==> src/rtl/camera_capture.sv <==
// OV7670-style RGB565 byte-stream capture: assembles pixels, packs them to RGB332 and writes them into the frame buffer.
// Optional build macro FRAME_STATS_EN adds per-frame red/blue pixel counters (RED_COUNT, BLUE_COUNT).
module camera_capture #(
  parameter int WIDTH  = 176,
  parameter int HEIGHT = 144,
  parameter int ADDR_W = 15
) (
  input  logic              CLK,
  input  logic              RESET_N,
  input  logic              VSYNC,
  input  logic              HREF,
  input  logic [7:0]        DATA,
  output logic              W_EN,
  output logic [ADDR_W-1:0] WRITE_ADDR,
  output logic [7:0]        PIXEL_DATA,
  output logic              FRAME_DONE,
  output logic [7:0]        X_POS,
  output logic [7:0]        Y_POS
`ifdef FRAME_STATS_EN
  ,
  output logic [ADDR_W-1:0] RED_COUNT,
  output logic [ADDR_W-1:0] BLUE_COUNT
`endif
);

  typedef enum logic [1:0] {
    ST_IDLE   = 2'd0,
    ST_SYNC   = 2'd1,
    ST_ACTIVE = 2'd2
  } state_t;

  localparam logic [7:0]        X_MAX  = 8'(WIDTH);
  localparam logic [7:0]        Y_MAX  = 8'(HEIGHT);
  localparam logic [7:0]        Y_LAST = 8'(HEIGHT - 1);
  localparam logic [ADDR_W-1:0] ROW_STEP = ADDR_W'(WIDTH);

  state_t              state_q, state_d;
  logic                vsync_q, href_q;
  logic                phase_q, phase_d;
  logic [5:0]          hi_q, hi_d;
  logic [7:0]          x_q, x_d;
  logic [7:0]          y_q, y_d;
  logic [ADDR_W-1:0]   row_q, row_d;
  logic                w_en_q, w_en_d;
  logic [ADDR_W-1:0]   addr_q, addr_d;
  logic [7:0]          pix_q, pix_d;
  logic                done_q, done_d;
  logic                vs_rise_s, vs_fall_s, href_fall_s;

  assign vs_rise_s   = VSYNC & ~vsync_q;
  assign vs_fall_s   = ~VSYNC & vsync_q;
  assign href_fall_s = ~HREF & href_q;

  // Next-state and registered-output decode for the capture FSM.
  always_comb begin
    state_d = state_q;
    phase_d = phase_q;
    hi_d    = hi_q;
    x_d     = x_q;
    y_d     = y_q;
    row_d   = row_q;
    w_en_d  = 1'b0;
    addr_d  = addr_q;
    pix_d   = pix_q;
    done_d  = 1'b0;
    if (vs_rise_s) begin
      // A new frame start always wins, even mid-pixel; the half pixel is dropped.
      state_d = ST_SYNC;
      phase_d = 1'b0;
      x_d     = 8'd0;
      y_d     = 8'd0;
      row_d   = '0;
    end else begin
      case (state_q)
        ST_IDLE: begin
          state_d = ST_IDLE;
        end
        ST_SYNC: begin
          phase_d = 1'b0;
          x_d     = 8'd0;
          y_d     = 8'd0;
          row_d   = '0;
          if (vs_fall_s) begin
            state_d = ST_ACTIVE;
          end else begin
            state_d = ST_SYNC;
          end
        end
        ST_ACTIVE: begin
          if (HREF) begin
            if (!phase_q) begin
              hi_d    = {DATA[7:5], DATA[2:0]};
              phase_d = 1'b1;
            end else begin
              phase_d = 1'b0;
              if ((x_q < X_MAX) && (y_q < Y_MAX)) begin
                w_en_d = 1'b1;
                pix_d  = {hi_q, DATA[4:3]};
                addr_d = row_q + ADDR_W'(x_q);
              end else begin
                w_en_d = 1'b0;
              end
              if (x_q < X_MAX) begin
                x_d = x_q + 8'd1;
              end else begin
                x_d = X_MAX;
              end
            end
          end else if (href_fall_s) begin
            x_d     = 8'd0;
            phase_d = 1'b0;
            if (y_q == Y_LAST) begin
              done_d  = 1'b1;
              state_d = ST_IDLE;
            end else begin
              y_d   = y_q + 8'd1;
              row_d = row_q + ROW_STEP;
            end
          end else begin
            state_d = ST_ACTIVE;
          end
        end
        default: begin
          state_d = ST_IDLE;
        end
      endcase
    end
  end

  // State, position and output registers.
  always_ff @(posedge CLK or negedge RESET_N) begin
    if (!RESET_N) begin
      state_q <= ST_IDLE;
      vsync_q <= 1'b0;
      href_q  <= 1'b0;
      phase_q <= 1'b0;
      hi_q    <= 6'd0;
      x_q     <= 8'd0;
      y_q     <= 8'd0;
      row_q   <= '0;
      w_en_q  <= 1'b0;
      addr_q  <= '0;
      pix_q   <= 8'd0;
      done_q  <= 1'b0;
    end else begin
      state_q <= state_d;
      vsync_q <= VSYNC;
      href_q  <= HREF;
      phase_q <= phase_d;
      hi_q    <= hi_d;
      x_q     <= x_d;
      y_q     <= y_d;
      row_q   <= row_d;
      w_en_q  <= w_en_d;
      addr_q  <= addr_d;
      pix_q   <= pix_d;
      done_q  <= done_d;
    end
  end

  assign W_EN       = w_en_q;
  assign WRITE_ADDR = addr_q;
  assign PIXEL_DATA = pix_q;
  assign FRAME_DONE = done_q;
  assign X_POS      = x_q;
  assign Y_POS      = y_q;

`ifdef FRAME_STATS_EN
  function automatic logic is_red(input logic [2:0] r, input logic [1:0] b);
    return (r >= 3'b110) && (b == 2'b00);
  endfunction

  function automatic logic is_blue(input logic [2:0] r, input logic [1:0] b);
    return (b == 2'b11) && (r <= 3'b001);
  endfunction

  logic [ADDR_W-1:0] red_acc_q, red_acc_d, blue_acc_q, blue_acc_d;
  logic [ADDR_W-1:0] red_out_q, red_out_d, blue_out_q, blue_out_d;

  // Accumulate on each issued write; publish the totals alongside FRAME_DONE.
  always_comb begin
    red_acc_d  = red_acc_q;
    blue_acc_d = blue_acc_q;
    red_out_d  = red_out_q;
    blue_out_d = blue_out_q;
    if (vs_fall_s) begin
      red_acc_d  = '0;
      blue_acc_d = '0;
    end else if (w_en_d) begin
      if (is_red(pix_d[7:5], pix_d[1:0])) begin
        red_acc_d = red_acc_q + ADDR_W'(1);
      end else begin
        red_acc_d = red_acc_q;
      end
      if (is_blue(pix_d[7:5], pix_d[1:0])) begin
        blue_acc_d = blue_acc_q + ADDR_W'(1);
      end else begin
        blue_acc_d = blue_acc_q;
      end
    end else begin
      red_acc_d  = red_acc_q;
      blue_acc_d = blue_acc_q;
    end
    if (done_d) begin
      red_out_d  = red_acc_q;
      blue_out_d = blue_acc_q;
    end else begin
      red_out_d  = red_out_q;
      blue_out_d = blue_out_q;
    end
  end

  // Statistics registers.
  always_ff @(posedge CLK or negedge RESET_N) begin
    if (!RESET_N) begin
      red_acc_q  <= '0;
      blue_acc_q <= '0;
      red_out_q  <= '0;
      blue_out_q <= '0;
    end else begin
      red_acc_q  <= red_acc_d;
      blue_acc_q <= blue_acc_d;
      red_out_q  <= red_out_d;
      blue_out_q <= blue_out_d;
    end
  end

  assign RED_COUNT  = red_out_q;
  assign BLUE_COUNT = blue_out_q;
`else
  // Statistics counters are not built in this configuration.
`endif

endmodule
==> config.mk <==
export PLATFORM = sky130hd
export DESIGN_NAME = camera_capture
export DESIGN_NICKNAME = d
export VERILOG_FILES = /design/src/rtl/camera_capture.sv
export SDC_FILE = /design/constraint.sdc
export NUM_CORES = 1
export LEC_CHECK = 0
export CAP_MARGIN = 20
export CORE_UTILIZATION = 40
export CTS_CLUSTER_DIAMETER = 200
export CTS_CLUSTER_SIZE = 16
export DETAILED_ROUTE_END_ITERATION = 10
export PLACE_DENSITY_LB_ADDON = 0.15
export SETUP_SLACK_MARGIN = 0.4
export SYNTH_ARGS = -nofsm -noshare
export SYNTH_HDL_FRONTEND = slang
export SYNTH_SLANG_ARGS = --single-unit
export TNS_END_PERCENT = 1
==> constraint.sdc <==
create_clock -name CLK -period 4.9 [get_ports CLK]
set_input_delay 0.98 -clock CLK [delete_from_list [all_inputs] [get_ports CLK]]
set_output_delay 0.98 -clock CLK [all_outputs]
set_load 0.02 [all_outputs]
# Word-level counts from Yosys, hierarchy flattened
# Cells that the tools add are included.
[word_totals] register_bits=67 inputBits=12 out_inout_bits=41 wordCells=80
[op_classes] n_addsub=4 order_cmp=2 eq_ne=9 n_mux=37 bitwise=8 reduce_logical=8
[ops] op="$mux W8" count=9
[ops] op="$mux W15" count=4
[ops] op="$pmux W8 S2" count=2
[ops] op="$pmux W15 S2" count=1
[ops] op="$add A8 B1 Y8 const B" count=2
[ops] op="$lt A8 B8 Y1 const B" count=2
[ops] op="$add A15 B8 Y15" count=1
[ops] op="$add A15 B8 Y15 const B" count=1
[ops] op="$mux W1" count=14
[ops] op="$ne A4 B4 Y1 const B" count=3
[ops] op="$mux W2" count=5
[ops] op="$ne A3 B3 Y1 const B" count=3
[ops] op="$eq A8 B8 Y1 const B" count=1
[ops] op="$reduce_and A4 Y1" count=2
[ops] op="$not A1 Y1" count=5
[ops] op="$reduce_and A5 Y1" count=1
[ops] op="$pmux W2 S2" count=1
[ops] op="$reduce_and A2 Y1" count=2
[ops] op="$and A1 B1 Y1" count=3
[ops] op="$reduce_and A3 Y1" count=1
[ops] op="$reduce_bool A3 Y1" count=1
[ops] op="$eq A2 B1 Y1 const B" count=1
[ops] op="$eq A2 B2 Y1 const B" count=1
[ops] op="$pmux W1 S2" count=1
[ops] op="$logic_and A1 B1 Y1" count=1

# Longest topological paths before layout
[logic_depth] word_depth=7 ltp_mapped=9 mapped_depth_nobuf=7

# Worst setup path after synthesis
# OpenSTA, ideal clock, no wires.
[synth_timing] path_kind="input-to-reg" startpoint="input VSYNC" endpoint="register pix_q[4], in the netlist PIXEL_DATA[4]" setup_ps=125 t_arrival_ps=2259 t_required_ps=4775 path_slack_ps=2516 cell_stages=6 n_path_buf=2 cell_sequence="nor2b_1 -> buf_6 -> a2111oi_4 -> o21ai_2 -> buf_6 -> mux2_4"
[synth_via] elab_chain_len=3
[synth_lines] element="from (decl)" line_no="10" text="input logic VSYNC,"
[synth_lines] element="$and A1 B1 Y1" line_no="50" text="assign vs_rise_s = VSYNC & ~vsync_q;"
[synth_lines] element="$not A1 Y1 (no line)"
[synth_lines] element="$reduce_and A5 Y1 (no line)"
[synth_lines] element="to (signal assigned)" line_no="156" text="pix_q <= pix_d;"
[synth_lines] element="to (decl)" line_no="46" text="logic [7:0] pix_q, pix_d;"
# No other way between the ends.
# A chain may end at the register's enable or synchronous reset.

# Worst setup path after layout
[layout_timing] startpoint="input VSYNC" endpoint="register row_q[13]"
[layout_via] elab_chain_len=3 word_cells_on_any_way=7 cone_classes="eq/ne (3); mux (1); bitwise (1); reduce/logical (2)"
[layout_lines] element="$and A1 B1 Y1 (*)" line_no="50"
[layout_lines] element="$ne A3 B3 Y1 (no line) / $reduce_bool A3 Y1 (equally long branches)"
[layout_lines] element="$reduce_and A4 Y1 (no line)"
[layout_lines] element="to (signal assigned)" line_no="153" text="row_q <= row_d;"
[layout_lines] element="to (decl)" line_no="43" text="logic [ADDR_W-1:0] row_q, row_d;"
# Mark *: on every way between the ends. The rest lies on a longest branch, timed or not.

==> results by group <==
Synthesis
  – Register area share after synthesis: 49.55%
  – FF+latch count, synth: 63
  – Synth warn: 0
  – Post-Syn Area: 0.003182 mm^2
  – Mean Syn Cell Area: 10.47 um^2
  – Main combinational cell family by area after synthesis: compound AO/OA/AOI/OAI gates
  – Most common cell in the netlist: dfrtp_1
  – Cell count after synthesis: 304
  – Syn_nets: 325
  – Post-synthesis async set-or-reset flop share: 100.0%
  – Post-synth top cells: dfrtp_1 (63), o21ai_0 (36), nand2_1 (32), nor2_1 (25), inv_1 (11)
  – Post-synthesis mux area share: 8.101%
  – Main synth FF type: dfrtp_1
  – Post-synthesis adder-cell area fraction: 3.539%
  – Synth Area in XOR/XNOR: 3.578%
  – Post-synthesis simple-gate area fraction: 15.69%
  – Largest cells by area after synthesis: dfrtp_1 (50%), o21ai_0 (5.7%), mux2_4 (4.2%), nand2_1 (3.8%), ha_1 (3.5%)
  – Post-synth top area cell: dfrtp_1
  – Number of synthesized flops with an enable pin: 0
  – Synth Area in Compound Gates: 15.77%
  – Post-synth top area share: 49.55%
  – Synth cell types: 50

Routing
  – Met1 WL: 3356 um
  – # DRC: 0
  – Drt via density: 5.178
  – Post-route ant nets: 0
  – First-iteration detailed-routing DRC count: 126
  – Pre-Repair DR Iteration Count: 4
  – WL per Instance: 14.14 um
  – Max layer used: met4
  – Vias: 2408
  – Met2 wire length: 2879 um
  – Post-Route WL: 6576 um
  – WL met3: 291 um

Placed design
  – DP Wirelength: 4560 um
  – GP Congestion: 0.7771
  – # port buffers: 52

Global routing
  – GRT Residual Overflow: 0
  – GRT Overall Usage: 17.14%
  – Initial antenna violation count: 0
  – Pin count of the biggest net entering global routing: 35
  – First-pass GRT wire length: 11230 um
  – Vias in the first global route: 2256

Worst setup path
  – Critical path type: primary input to flip-flop
  – CP peak stage delay: 0.65 ns
  – Crit path top cell by count: a311oi_1
  – Critical Path Sink Type: flip-flop
  – Critical-path top delay cell: nor2b_1
  – Worst path cell trace: clkdlybuf4s50_1 -> nor2b_1 -> a311oi_1 -> nor3_1 -> a21oi_1 -> a311oi_1
  – Critical Path AT: 3.20 ns
  – Crit path required time: 5.14 ns
  – Max FO, Critical Path: 8
  – Startpoint types: primary input

Power and ir drop
  – Worst vdd ir: 0.1498 mV
  – Tot Pwr: 1.128 mW
  – Pwr Density: 284.1 mW/mm^2
  – Leakage: 1.780 nW

Cells and area
  – Nets@finish: 379
  – Final Util: 51.36%
  – Multi-input logic area: 0.001485 mm^2
  – Share of cells above drive strength 1: 12.67%
  – Area Growth Syn to Fin: 24.73%
  – Ant. Diodes: 0
  – Fillers: 727
  – Storage element area: 0.001577 mm^2

Clock tree
  – # hold bufs at CTS: 0
  – Htree depth: 3
  – Clk slew on worst S/H paths: 0.07 ns
  – Maximum root-to-sink buffer count: 2
  – Total CTS buffers: 9
  – Postcts setup bufs: 0
  – Clk sinks: 63
  – CTS tree: built
  – Clock Latency Late Sink: 0.34 ns
  – Post-cts resize count: 0
  – Root Driver: clkbuf_8

Floorplan
  – Die Wd: 91.19 um
  – Total die area: 0.008316 mm^2
  – Rows: 32
  – Effective utilization at floorplan: 41.18%
  – Die height: 91.19 um
  – Ports: 53
  – Core footprint: 0.007727 mm^2

Run
  – Max Cap Viol: 0

STA
  – Final clock skew: 0.01180 ns
  – Final setup viols: 0
  – Tmin final: 2.959 ns
  – Tcrit/Tclk final: 60.39%
  – Slew margin rel.: 47.86%
  – Max Slew Vio Count: 0
  – Hold Vio Cnt, Final: 0
  – Least-Margin Pin Slew: 0.7805 ns
  – RSZ-0062 raised after global routing: no
  – Setup tns final: 0 ns
  – Fin Hold WS: 0.4800 ns
  – Fmax: 337.9 MHz

Worst hold path
  – Worst hold path type: flip-flop to flip-flop

Status
  – Status: completed
[layout by cell type, fill, tap and decap left out, types with 3 or more instances in the layout]
cell type	instances
dfrtp_1	63
clkdlybuf4s50_1	51
o21ai_0	36
nand2_1	32
nor2_1	25
inv_1	11
nand3_1	10
mux2_2	10
mux2_4	9
ha_1	9
clkbuf_8	9
a21oi_1	7
xnor2_1	7
and3_1	6
a21o_1	6
xor2_1	6
nor3_1	5
a31oi_1	5
a22o_1	5
nor2b_1	3
or2b_1	3
o31ai_1	3
[critical path: cells and delay by family]
family,cells,cell delay (ns)
buffers and inverters,1,0.52
AND/OR/NAND/NOR,2,1.08
AO/OA/AOI/OAI,3,0.62
[layer usage]
metal  global-route usage [%]  vias up
met5                        0        -
met1                    24.96     1164
met4                    5.688        0
met3                    4.439        6
met2                    24.68       51
li1                         -     1187
[kinds of logic (layout without fill, tap and decap cells)]
logic type                 Yosys count  in the layout
and+or+nand+nor                     99             99
AOI/OAI and AO/OA                   77             77
DFF                                 63             63
buffers and inverters               23             82
muxes                               20             20
xor gates and xnor gates            13             13
adders and majority gates            9              9
[flip-flops by register name, indices dropped and copies added, names as in the netlist]
name and count:
phase_q 1, WRITE_ADDR 15, hi_q 6, state_q 2, X_POS 8, W_EN 1, href_q 1, Y_POS 8
row_q 11, vsync_q 1, PIXEL_DATA 8, FRAME_DONE 1
[report_power, final]
part           internal, mW  switching, mW  total, mW  leakage, nW
Sequential            0.545         0.0133      0.559        0.869
Clock                 0.240          0.228      0.468       0.0964
Combinational        0.0436         0.0572      0.101        0.815
Total                 0.829          0.299       1.13         1.78
[path summary, 6_finish.rpt]
check	from	endpoint	slack, ns	depth (start not counted)
setup / recovery	VSYNC	row_q[13]$_DFFE_PN0P_	1.94	6
hold / removal	WRITE_ADDR[8]$_DFFE_PN0P_	WRITE_ADDR[8]$_DFFE_PN0P_	0.48	2
setup reg to reg	state_q[0]$_DFFE_PN0P_	row_q[12]$_DFFE_PN0P_	2.60	7
hold reg to reg	WRITE_ADDR[8]$_DFFE_PN0P_	WRITE_ADDR[8]$_DFFE_PN0P_	0.48	2
max in group asynchronous	RESET_N	WRITE_ADDR[1]$_DFFE_PN0P_	3.31	2
min in group asynchronous	RESET_N	WRITE_ADDR[11]$_DFFE_PN0P_	0.69	1
[through the flow]
step | instances | instance area (um^2) | worst slack (ns)
5_1_grt | 465 | 3969 | 1.754
2_1_floorplan | 304 | 3182 | 2.516
6_report | 465 | 3969 | 1.941
3_5_place_dp | 449 | 3765 | 1.595
3_3_place_gp | 449 | 3765 | 1.629
4_1_cts | 465 | 3969 | 1.969
[area by class of cell]
| cell class | count | share of cell area, % |
|---|---|---|
| clock inverter | 7 | 2.018 |
| multi-input combinational | 218 | 37.42 |
| tap | 102 | 3.216 |
| timing repair buffer | 54 | 13.37 |
| sequential | 63 | 39.72 |
| inverter | 12 | 1.135 |
| clock buffer | 9 | 3.121 |
(Power assumes the default switching activity.)
